===== src/rtl/carrier_nco_pkg.sv =====
// Shared definitions for the NCO carrier generator: default geometry and
// quadrant encoding of the phase word's two MSBs.
package carrier_nco_pkg;

  localparam int unsigned PHASE_W_DEF = 16;
  localparam int unsigned LUT_AW_DEF  = 6;
  localparam int unsigned AMP_W_DEF   = 16;

  typedef enum logic [1:0] {
    Q_I   = 2'd0,
    Q_II  = 2'd1,
    Q_III = 2'd2,
    Q_IV  = 2'd3
  } quad_e;

endpackage


===== src/rtl/carrier_nco_rom.sv =====
// Quarter-wave sine magnitude ROM: entry k = round(32767*sin(pi*k/128)),
// k = 0..64, i.e. the 15-bit / 65-entry geometry of the default carrier.
module carrier_nco_rom #(
  parameter int unsigned WIDTH = 15,
  parameter int unsigned DEPTH = 65
) (
  input  logic [$clog2(DEPTH)-1:0] addr_i,
  output logic [WIDTH-1:0]         data_o
);

  localparam int unsigned AW = $clog2(DEPTH);

  localparam int unsigned TABLE [65] = '{
        0,   804,  1608,  2410,  3212,  4011,  4808,  5602,
     6393,  7179,  7962,  8739,  9512, 10278, 11039, 11793,
    12539, 13279, 14010, 14732, 15446, 16151, 16846, 17530,
    18204, 18868, 19519, 20159, 20787, 21403, 22005, 22594,
    23170, 23731, 24279, 24811, 25329, 25832, 26319, 26790,
    27245, 27683, 28105, 28510, 28898, 29268, 29621, 29956,
    30273, 30571, 30852, 31113, 31356, 31580, 31785, 31971,
    32137, 32285, 32412, 32521, 32609, 32678, 32728, 32757,
    32767
  };

  always_comb begin
    data_o = '0;
    if (addr_i <= AW'(DEPTH - 1)) begin
      data_o = WIDTH'(TABLE[addr_i]);
    end
  end

endmodule


===== src/rtl/carrier_nco.sv =====
// Phase-accumulator carrier NCO with static offset and BPSK half-turn flip;
// two-stage pipeline (address/quadrant, then signed ROM sample).
module carrier_nco
  import carrier_nco_pkg::*;
#(
  parameter int unsigned PHASE_W = PHASE_W_DEF,
  parameter int unsigned LUT_AW  = LUT_AW_DEF,
  parameter int unsigned AMP_W   = AMP_W_DEF
) (
  input  logic                    clk_sig,
  input  logic                    rst_n,
  input  logic                    en_sig,
  input  logic                    ftw_load_sig,
  input  logic [PHASE_W-1:0]      ftw_sig,
  input  logic [PHASE_W-1:0]      phase_off_sig,
  input  logic                    bpsk_sig,
  input  logic                    sync_clr_sig,
  output logic signed [AMP_W-1:0] carrier_sig,
  output logic [1:0]              quad_sig,
  output logic                    valid_sig,
  output logic                    wrap_sig
);

  localparam int unsigned ROM_AW    = LUT_AW + 1;
  localparam int unsigned ROM_DEPTH = (1 << LUT_AW) + 1;
  localparam logic [ROM_AW-1:0] QTR = ROM_AW'(1 << LUT_AW);

  logic [PHASE_W-1:0] ftw_q, ftw_d;
  logic [PHASE_W-1:0] acc_q, acc_d;
  logic               wrap_q, wrap_d;
  logic [PHASE_W:0]   acc_sum;
  logic [PHASE_W-1:0] phase;
  logic [LUT_AW-1:0]  idx;
  quad_e              quad_p;
  logic               unused_phase;

  logic [ROM_AW-1:0]  addr_a_q, addr_a_d;
  quad_e              quad_a_q;
  logic               valid_a_q;

  logic [AMP_W-2:0]   mag;
  logic [AMP_W-1:0]   mag_ext;
  logic [AMP_W-1:0]   carrier_q, carrier_d;
  quad_e              quad_q;
  logic               valid_q;

  assign acc_sum = {1'b0, acc_q} + {1'b0, ftw_q};
  assign ftw_d   = ftw_load_sig ? ftw_sig : ftw_q;

  always_comb begin
    acc_d  = acc_q;
    wrap_d = 1'b0;
    if (sync_clr_sig) begin
      acc_d = '0;
    end else if (en_sig) begin
      acc_d  = acc_sum[PHASE_W-1:0];
      wrap_d = acc_sum[PHASE_W];
    end
  end

  // Lookup uses the pre-update accumulator; truncated LSBs are discarded.
  assign phase        = acc_q + phase_off_sig + {bpsk_sig, {(PHASE_W-1){1'b0}}};
  assign quad_p       = quad_e'(phase[PHASE_W-1 -: 2]);
  assign idx          = phase[PHASE_W-3 -: LUT_AW];
  assign unused_phase = ^phase;

  always_comb begin
    addr_a_d = {1'b0, idx};
    case (quad_p)
      Q_II, Q_IV: addr_a_d = QTR - {1'b0, idx};
      default:    addr_a_d = {1'b0, idx};
    endcase
  end

  carrier_nco_rom #(
    .WIDTH (AMP_W - 1),
    .DEPTH (ROM_DEPTH)
  ) u_rom (
    .addr_i (addr_a_q),
    .data_o (mag)
  );

  assign mag_ext = {1'b0, mag};

  always_comb begin
    carrier_d = mag_ext;
    if (quad_a_q == Q_III || quad_a_q == Q_IV) begin
      carrier_d = -mag_ext;
    end
  end

  always_ff @(posedge clk_sig) begin
    if (!rst_n) begin
      ftw_q     <= '0;
      acc_q     <= '0;
      wrap_q    <= 1'b0;
      addr_a_q  <= '0;
      quad_a_q  <= Q_I;
      valid_a_q <= 1'b0;
      carrier_q <= '0;
      quad_q    <= Q_I;
      valid_q   <= 1'b0;
    end else begin
      ftw_q     <= ftw_d;
      acc_q     <= acc_d;
      wrap_q    <= wrap_d;
      addr_a_q  <= addr_a_d;
      quad_a_q  <= quad_p;
      valid_a_q <= en_sig;
      carrier_q <= carrier_d;
      quad_q    <= quad_a_q;
      valid_q   <= valid_a_q;
    end
  end

  assign carrier_sig = carrier_q;
  assign quad_sig    = quad_q;
  assign valid_sig   = valid_q;
  assign wrap_sig    = wrap_q;

endmodule


===== config.mk =====
export PLATFORM = sky130hd
export DESIGN_NAME = carrier_nco
export DESIGN_NICKNAME = d
export VERILOG_FILES = /design/src/rtl/carrier_nco_pkg.sv /design/src/rtl/carrier_nco_rom.sv /design/src/rtl/carrier_nco.sv
export SDC_FILE = /design/constraint.sdc
export NUM_CORES = 1
export LEC_CHECK = 0
export CORE_UTILIZATION = 45
export CTS_CLUSTER_DIAMETER = 100
export CTS_CLUSTER_SIZE = 28
export DETAILED_ROUTE_END_ITERATION = 8
export PLACE_DENSITY_LB_ADDON = 0.1
export SYNTH_ARGS = -nofsm -noshare
export SYNTH_HDL_FRONTEND = slang
export SYNTH_HIERARCHICAL = 1
export SYNTH_SLANG_ARGS = --single-unit

===== constraint.sdc =====
create_clock -name clk_sig -period 4.48 [get_ports clk_sig]
set_input_delay 0.896 -clock clk_sig [delete_from_list [all_inputs] [get_ports clk_sig]]
set_output_delay 0.896 -clock clk_sig [all_outputs]
set_load 0.03 [all_outputs]

======== Word level (Yosys, flattened, before mapping) ========
Memory sizes are Yosys's and may differ from the RTL's.
Cells that the tools add are included.
Widths: inputs -> output; s select.
cells by class
  bitwise logic cells ..................... 3
  $lt $le $gt $ge ......................... 2
  muxes and demuxes ....................... 5
  eq/ne operators ......................... 4
  add/subtract/negate cells ............... 5
  reduce and logical (&&, ||, !) cells .... 6
operators by type and width
  cell                 count
  $mux 15              4
  $add 16x16->16       2
  $add 16x16->17       1
  $neg 15->16          1
  $ge 8x8->1 const B   1
  $not 7->8            1
  $le 7x7->1 const B   1
  $sub 7x6->7 const A  1
  $eq 2x2->1 const B   3
  $mux 6               1
  $reduce_and 2->1     2
  $reduce_or 2->1      2
  $reduce_or 3->1      1
  $eq 2x1->1 const B   1
  $not 1->1            2
  $logic_or 1x1->1     1
storage, ports and cells
  memories kept ........................... 1
  output and inout bits ................... 20
  register bits after elaboration ......... 62
  memory bits (read-only) ................. 4096
memory list
  memory           words  bits a word  rd ports  clocked after memory_dff  write ports  RTL line               source
  (no name shown)  128    32           1         0                         0            carrier_nco_rom.sv:28  data_o = WIDTH'(TABLE[addr_i]);

======== Logic depth before layout (Yosys ltp) ========
Gate-level depths: netlist of run 1.
  word-level depth ........................ 7
  gate-level depth with buffers ........... 17

======== By module ========
Netlist of run 1, hierarchy kept.
by module, submodules not included
  module           area each (um^2)  cells an instance  times used
  carrier_nco      3829.9            420                1
  carrier_nco_rom  1651.6            240                1

======== Worst setup path after synthesis of run 1 ========
Ideal clock, no wire load.
  path type ............................... reg2reg
  start point ............................. register addr_a_q[1]
  end point ............................... register carrier_q[13], in the netlist carrier_sig[13]
  cell stages (with the launch flop) ...... 17
  data arrival time ....................... 3330 ps
  path slack .............................. 1035 ps
  library setup time ...................... 115 ps
  required time ........................... 4365 ps
  cell sequence ........................... dfxtp_1 -> buf_2 -> inv_1 -> ha_1 -> buf_4 -> inv_1 -> nor2_1 -> a211oi_1 -> o31ai_1 -> a221o_1 -> nor2_1 -> nand2_1 -> or2_2 -> or3_1 -> o31ai_1 -> xnor2_1 -> and2_1
between the ends
  longest elaborated chain between the ends .. 7
  elaborated cells between the ends (all ways) .. 8
  those cells by class .................... add/sub (1); order compare (1); mux (4); bitwise (1); memory (1)
ends and longest elaborated chain
  what                                         RTL line               source
  start, declared                              carrier_nco.sv:37      logic [ROM_AW-1:0] addr_a_q, addr_a_d;
  start signal, assigned                       carrier_nco.sv:107     addr_a_q <= addr_a_d;
  $not 7->8 (implied by the code)              carrier_nco_rom.sv:28
  $mem_v2 128x32                               --
  $mux 15 (implied by the code) (2 in series)  carrier_nco_rom.sv:28
  $mux 15 *                                    carrier_nco_rom.sv:27  if (addr_i <= AW'(DEPTH - 1)) begin
  net mag[3]                                   carrier_nco.sv:41      logic [AMP_W-2:0] mag;
  $neg 15->16 *                                carrier_nco.sv:88      carrier_d = -mag_ext;
  $mux 15 *                                    carrier_nco.sv:87      if (quad_a_q == Q_III || quad_a_q == Q_IV) begin
  end signal, assigned                         carrier_nco.sv:110     carrier_q <= carrier_d;
  end, declared                                carrier_nco.sv:43      logic [AMP_W-1:0] carrier_q, carrier_d;
Mark *: on every way through the listed nets, which the timed path passes. The rest lies on a longest branch. The select of a mux whose other input is x is not followed.
A chain may end at the register's enable or synchronous reset.

======== Final worst setup path of run 1 ========
Ends and elaborated chain as after synthesis.

==> results of run 1 <==
[logic make-up after synthesis]
logic type               after synthesis  share of synthesized area
flip-flops                            62                      0.226
AO/OA/AOI/OAI                        177                      0.232
multiplexers                          28                     0.0605
buffers and inverters                 60                     0.0596
adder cells (fa/ha/maj)               60                      0.138
AND/OR/NAND/NOR                      241                      0.230
XOR/XNOR                              32                     0.0525
[per-stage QoR]
step / total power [mW] / instances
after floorplan: 1.24 / 660
after global placement: 1.45 / 835
after detailed placement: 1.45 / 835
after CTS: 2.18 / 851
after global routing: 2.29 / 851
final: 2.16 / 851
[final timing paths]
kind,start,endpoint,slack (ns),depth (start not counted)
setup / recovery,addr_a_q[1]$_SDFF_PN0_,carrier_sig[13]$_SDFF_PN0_,0.81,14
hold / removal,quad_a_q[0]$_SDFF_PN0_,quad_sig[0]$_SDFF_PN0_,0.44,1
setup reg to reg,addr_a_q[1]$_SDFF_PN0_,carrier_sig[13]$_SDFF_PN0_,0.81,14
hold reg to reg,quad_a_q[0]$_SDFF_PN0_,quad_sig[0]$_SDFF_PN0_,0.44,1
[power by group through the flow]
| stage | clock network [mW] | logic (mW) | registers [mW] |
|---|---|---|---|
| 2_1_floorplan | 0 | 0.533 | 0.703 |
| 3_3_place_gp | 0 | 0.785 | 0.665 |
| 3_5_place_dp | 0 | 0.787 | 0.666 |
| 4_1_cts | 0.733 | 0.791 | 0.654 |
| 5_1_grt | 0.759 | 0.874 | 0.661 |
| 6_report | 0.712 | 0.797 | 0.654 |
[cells in the mapped netlist (6+ instances only)]
| cell | instances |
|---|---|
| sky130_fd_sc_hd__o21a_1 | 11 |
| sky130_fd_sc_hd__o211ai_1 | 11 |
| sky130_fd_sc_hd__and2_1 | 20 |
| sky130_fd_sc_hd__dfxtp_1 | 62 |
| sky130_fd_sc_hd__buf_2 | 12 |
| sky130_fd_sc_hd__nor2_1 | 51 |
| sky130_fd_sc_hd__ha_1 | 59 |
| sky130_fd_sc_hd__o31ai_1 | 9 |
| sky130_fd_sc_hd__a21oi_1 | 25 |
| sky130_fd_sc_hd__mux2i_1 | 23 |
| sky130_fd_sc_hd__o21ai_0 | 32 |
| sky130_fd_sc_hd__nor2b_1 | 33 |
| sky130_fd_sc_hd__clkbuf_1 | 15 |
| sky130_fd_sc_hd__nand3_1 | 22 |
| sky130_fd_sc_hd__or3_1 | 6 |
| sky130_fd_sc_hd__a211oi_1 | 12 |
| sky130_fd_sc_hd__inv_1 | 17 |
| sky130_fd_sc_hd__nor3_1 | 17 |
| sky130_fd_sc_hd__o21ai_1 | 6 |
| sky130_fd_sc_hd__a31oi_1 | 8 |
| sky130_fd_sc_hd__nand2b_1 | 9 |
| sky130_fd_sc_hd__nand4_1 | 6 |
| sky130_fd_sc_hd__xnor2_1 | 21 |
| sky130_fd_sc_hd__nand2_1 | 47 |
| sky130_fd_sc_hd__xor2_1 | 10 |
| sky130_fd_sc_hd__a21o_1 | 8 |
[flip-flops by register name, indices dropped and copies added, names as in the netlist]
| name | count |
|---|---|
| acc_q | 16 |
| carrier_sig | 16 |
| ftw_q | 16 |
| addr_a_q | 7 |
| quad_a_q | 2 |
| quad_sig | 2 |
| valid_a_q | 1 |
| valid_sig | 1 |
| wrap_sig | 1 |
[metal layers]
metal  share of wire  track usage  up-vias
li1                -            -     2497
met1            0.42        0.273     2316
met2            0.49        0.414      145
met3           0.059       0.0497       34
met4           0.032        0.128        0
met5               0            0        -
[area by class of cell]
cell class	instances	area share
tap	143	0.0279
multi-input combinational	538	0.611
clock inverter	6	0.0107
timing repair buffer	73	0.108
clock buffer	10	0.0373
inverter	19	0.0111
sequential	62	0.194
==> impl_metrics.csv, run 1 <==
group,metric,value,unit
route,drc_violation_count_after_routing,0,
power_and_ir_drop,cellInternalPower,1.41,mW
yosys,synthesis.instances,660,
yosys,netlist.area_leader.share,0.226,
route,wl_per_cell,16.7,um
route,vias_per_cell,5.87,
clock_tree,setup_bufs_post_cts,0,
cells_and_area,final_common_cell,"sky130_fd_sc_hd__dfxtp_1",
global_routing,grt_max_degree,47,
worst_setup_path,critical_path_required,4.71,ns
power_and_ir_drop,seq_power_share,0.302,
clock_tree,clockRootBuffer,"sky130_fd_sc_hd__clkbuf_16",
worst_setup_path,cp_top_family,"simple AND/OR/NAND/NOR gates",
worst_setup_path,cp_slowest_cell,"sky130_fd_sc_hd__dfxtp_1",
run_status,run_status,"complete, no violations",
timing,period_minus_slack,3.67,ns
cells_and_area,number_of_nets_in_the_final_layout,801,
global_routing,first_pass_grt_wire_length,23500,um
cells_and_area,layout.core_utilization,0.549,
cells_and_area,top_library_cells_by_usage_in_the_layout_fill_and_taps_aside,"sky130_fd_sc_hd__dfxtp_1 (61), sky130_fd_sc_hd__ha_1 (59), sky130_fd_sc_hd__clkdlybuf4s50_1 (57)",
place,place.port_buffers,57,
die,row_count,39,
yosys,synth-seq-area-share,0.226,
timing,slew_headroom,0.292,
hold_path,timing.hold.worst.class,"reg2reg",
run,drv_cap,0,
worst_setup_path,worstPathCellList,"buf_4, ha_1, nor2_1, or3_1, o21ai_1, o21ai_1, a221o_1, nor2_1, nand2_1, or2_2, or3_1, o31ai_1, xnor2_1, and2_1",
die,floorplan.core_area,11700,um^2
timing,finalSetupViolations,0,
place,post_dp_cell_area,6100,um^2
cells_and_area,sequential_cell_area,1240,um^2
yosys,synthesis.area,5480,um^2
yosys,synth_top_cell_by_area,"sky130_fd_sc_hd__dfxtp_1",
clock_tree,cts.sink_count,62,
clock_tree,insertion_delay,0.34,ns
yosys,synth.top_cells.by_area,"sky130_fd_sc_hd__dfxtp_1 (23%), sky130_fd_sc_hd__ha_1 (13%), sky130_fd_sc_hd__mux2i_1 (4.2%)",
power_and_ir_drop,p_sw_frac,0.350,
worst_setup_path,setup.worst_path.end_class,"flop",
clock_tree,clock_tree.buffer_depth,2,
timing,postLayoutSetupSlackWorst,0.806,ns
yosys,avg_synthesized_cell_area,8.31,um^2
timing,hold_slack,0.437,ns
clock_tree,cts_tree,"done",
die,dieWidth,112,um
power_and_ir_drop,total_power_per_unit_cell_area,338,nW/um^2
global_routing,globalRoute.totalOverflow,0,
cells_and_area,postLayoutCellArea,6400,um^2
clock_tree,hold_buffers,0,
worst_setup_path,slowest_delay,0.44,ns
route,num_vias,4992,
yosys,synthesis.nets,758,
timing,fin_crit_sh,0.820,
timing,grt_setup_unrepaired,"false",
timing,finalClockSkew,0.0110,ns
power_and_ir_drop,leakage,2.66,nW
global_routing,grt_usage,0.237,
die,initial_utilization,0.470,
timing,max_freq,272,MHz
yosys,synth_top_flop_cell,"sky130_fd_sc_hd__dfxtp_1",
clock_tree,cts-resized-gates,0,
yosys,post_synth_num_cell_types,82,
timing,final_hold_viol_count,0,
die,die_height,112,um
cells_and_area,multiInputGateArea,3910,um^2
yosys,postSynth.asyncResetShare,0,
global_routing,number_of_antenna_violations_at_the_first_check_in_global_routing,0,
power_and_ir_drop,power.switching,758,uW
power_and_ir_drop,part_of_the_power_in_the_clock_network,0.329,
worst_setup_path,critical_path.max_fanout,14,
yosys,number_of_synthesized_flops_with_an_enable_pin,0,
worst_setup_path,worstSetupPathType,"reg2reg",
power_and_ir_drop,power.share.combinational,0.369,
place,gp_congestion,0.938,
global_routing,first_global_vias,4867,
yosys,ys_seq_elements,62,
timing,final-max-slew-violation-count,0,
route,route.antenna.remaining_nets,0,
clock_tree,clock_tree.htree_level_count,3,
worst_setup_path,critical_path.startpoint_type,"flop",
timing,tightestPinTransition,1.06,ns
timing,fin_setup_tns,0,ns
place,dp_hpwl,10600,um
route,drt_pre_antenna_iters,5,
route,drt-total-wl,14200,um
die,die_area,12600,um^2
route,drt_iter0_drc,247,
worst_setup_path,critical_path_buf_inv_count,1,
place,pre_cts_slack,0.536,ns
power_and_ir_drop,ir_worst_vdd,0.000166,V
die,floorplan.io_pins,58,
cells_and_area,final_layout_size_suffix_gt1_frac,0.0904,
clock_tree,cts_inserted_buffers,9,
cells_and_area,area_growth_syn_to_layout,16.8,%
yosys,ys.warnings.count,6,
cells_and_area,final.fill_count,1096,
cells_and_area,n_antenna_cell,0,
clock_tree,clkTransAtPathRegs,0.05,ns
worst_setup_path,cp.arrival,3.90,ns
Note: power is estimated with default switching activity, not from simulation.
==> run 2: changes to the inputs <==
==> constraint.sdc (replaced) <==
create_clock -name clk_sig -period 3.6 [get_ports clk_sig]
set_input_delay 0.72 -clock clk_sig [delete_from_list [all_inputs] [get_ports clk_sig]]
set_output_delay 0.72 -clock clk_sig [all_outputs]
set_load 0.03 [all_outputs]
==> impl_metrics.csv, run 2 (synthesized netlist as in run 1, its figures left out) <==
group,metric,value,unit
run_status,run_status,"complete, no violations",
cells_and_area,multiInputGateArea,3910,um^2
worst_setup_path,cp_slowest_cell,"sky130_fd_sc_hd__or4b_1",
global_routing,grt_usage,0.241,
global_routing,first_pass_grt_wire_length,24300,um
die,dieWidth,112,um
worst_setup_path,critical_path_buf_inv_count,1,
timing,final-max-slew-violation-count,0,
worst_setup_path,rr_worst_depth,14,
route,drt-total-wl,14500,um
cells_and_area,sequential_cell_area,1240,um^2
power_and_ir_drop,power.switching,971,uW
worst_setup_path,cp_top_family,"compound AO/OA/AOI/OAI gates",
global_routing,first_global_vias,5101,
hold_path,timing.hold.worst.class,"reg2reg",
clock_tree,hold_buffers,0,
die,initial_utilization,0.470,
power_and_ir_drop,p_sw_frac,0.337,
power_and_ir_drop,part_of_the_power_in_the_clock_network,0.359,
place,place.port_buffers,57,
route,wl_per_cell,16.7,um
clock_tree,clock_tree.htree_level_count,3,
route,vias_per_cell,5.86,
clock_tree,clock_tree.buffer_depth,2,
timing,final_hold_viol_count,0,
timing,finalClockSkew,0.00657,ns
cells_and_area,final_common_cell,"sky130_fd_sc_hd__dfxtp_1",
global_routing,number_of_antenna_violations_at_the_first_check_in_global_routing,0,
power_and_ir_drop,cellInternalPower,1.91,mW
hold_path,hold-path-cell-count,1,
cells_and_area,final.fill_count,1063,
cells_and_area,number_of_nets_in_the_final_layout,821,
place,gp_congestion,0.934,
timing,finalSetupViolations,0,
place,dp_hpwl,11000,um
timing,period_minus_slack,3.42,ns
worst_setup_path,critical_path.startpoint_type,"input port",
timing,fin_setup_tns,0,ns
worst_setup_path,regToRegSetupSlack,0.26,ns
timing,slew_headroom,0.332,
clock_tree,insertion_delay,0.33,ns
worst_setup_path,cp.arrival,3.69,ns
worst_setup_path,worstSetupPathType,"in2reg",
die,die_height,112,um
power_and_ir_drop,power.share.combinational,0.363,
die,floorplan.core_area,11700,um^2
die,die_area,12600,um^2
power_and_ir_drop,seq_power_share,0.278,
worst_setup_path,critical_path_required,3.87,ns
cells_and_area,top_library_cells_by_usage_in_the_layout_fill_and_taps_aside,"sky130_fd_sc_hd__dfxtp_1 (61), sky130_fd_sc_hd__ha_1 (59), sky130_fd_sc_hd__clkdlybuf4s50_1 (57)",
route,route.antenna.remaining_nets,0,
timing,fin_crit_sh,0.950,
timing,hold_slack,0.427,ns
route,num_vias,5107,
worst_setup_path,path_common_cell,"sky130_fd_sc_hd__ha_1",
worst_setup_path,worstPathCellList,"clkdlybuf4s50_1, ha_1, ha_1, o211ai_2, o21a_1, a2111o_1, a32oi_4, xnor2_2, or4b_1, nand2_1",
clock_tree,clkTransAtPathRegs,0.05,ns
worst_setup_path,slowest_delay,0.53,ns
global_routing,globalRoute.totalOverflow,0,
power_and_ir_drop,leakage,2.79,nW
route,drt_iter0_drc,326,
route,drt_pre_antenna_iters,5,
timing,tightestPinTransition,1.00,ns
die,floorplan.io_pins,58,
worst_setup_path,critical_path_depth,10,
clock_tree,cts-resized-gates,0,
power_and_ir_drop,total_power_per_unit_cell_area,435,nW/um^2
clock_tree,cts_inserted_buffers,9,
worst_setup_path,critical_path.max_fanout,6,
die,row_count,39,
cells_and_area,final_layout_size_suffix_gt1_frac,0.115,
clock_tree,cts.sink_count,62,
global_routing,grt_max_degree,32,
run,drv_cap,0,
cells_and_area,area_growth_syn_to_layout,20.9,%
clock_tree,setup_bufs_post_cts,0,
power_and_ir_drop,ir_worst_vdd,0.000235,V
route,drc_violation_count_after_routing,0,
worst_setup_path,setup.worst_path.end_class,"flop",
timing,max_freq,292,MHz
cells_and_area,n_antenna_cell,0,
clock_tree,clockRootBuffer,"sky130_fd_sc_hd__clkbuf_16",
timing,grt_setup_unrepaired,"false",
clock_tree,cts_tree,"done",
[run 2: cell count changes in the layout (fill, tap and decap cells not counted)]
cell,before,now
sky130_fd_sc_hd__buf_4,16,34
sky130_fd_sc_hd__bufinv_16,1,3
sky130_fd_sc_hd__inv_6,1,3
sky130_fd_sc_hd__clkinv_2,1,0
sky130_fd_sc_hd__buf_12,0,2
sky130_fd_sc_hd__clkinvlp_4,1,0
sky130_fd_sc_hd__clkinv_4,2,0
sky130_fd_sc_hd__clkbuf_8,1,0
sky130_fd_sc_hd__inv_8,0,1
[run 2: layout make-up]
cell class	count	area share
clock buffers	9	0.0340
multi-input cells	538	0.591
inverters	19	0.0108
well taps	143	0.0270
repair buffers	93	0.131
clock inverters	7	0.0193
flip-flops and latches	62	0.188
[run 2: metrics by stage]
stage	setup slack [ns]	total power, mW	cells	util	cell area [um^2]
2_1_floorplan	0.155	1.54	660	-	5480
3_3_place_gp	-0.0479	1.85	855	0.538	6270
3_5_place_dp	-0.113	1.85	855	0.538	6270
4_1_cts	0.203	2.90	871	0.568	6630
5_1_grt	0.0155	3.05	871	0.568	6630
6_report	0.178	2.88	871	0.568	6630
[run 2: routing by layer]
layer | vias up | part of all wire | GRT usage
met5 | - | 0 | 0
met1 | 2376 | 0.41 | 0.266
met4 | 0 | 0.034 | 0.117
met2 | 165 | 0.50 | 0.438
li1 | 2530 | - | -
met3 | 36 | 0.051 | 0.0508
[run 2: final timing paths]
path	from	to
worst min register to register	quad_a_q[0]$_SDFF_PN0_	quad_sig[0]$_SDFF_PN0_
worst min-delay path	quad_a_q[0]$_SDFF_PN0_	quad_sig[0]$_SDFF_PN0_
worst max-delay path	phase_off_sig[8]	addr_a_q[3]$_SDFF_PN0_
worst max register to register	addr_a_q[1]$_SDFF_PN0_	carrier_sig[13]$_SDFF_PN0_
[run 2: power by group through the flow]
stage	clock network (mW)	logic, mW	registers [mW]
after floorplan	0	0.664	0.875
after global placement	0	1.03	0.817
after detailed placement	0	1.03	0.817
after CTS	1.06	1.04	0.802
after global routing	1.10	1.14	0.808
final	1.04	1.05	0.801
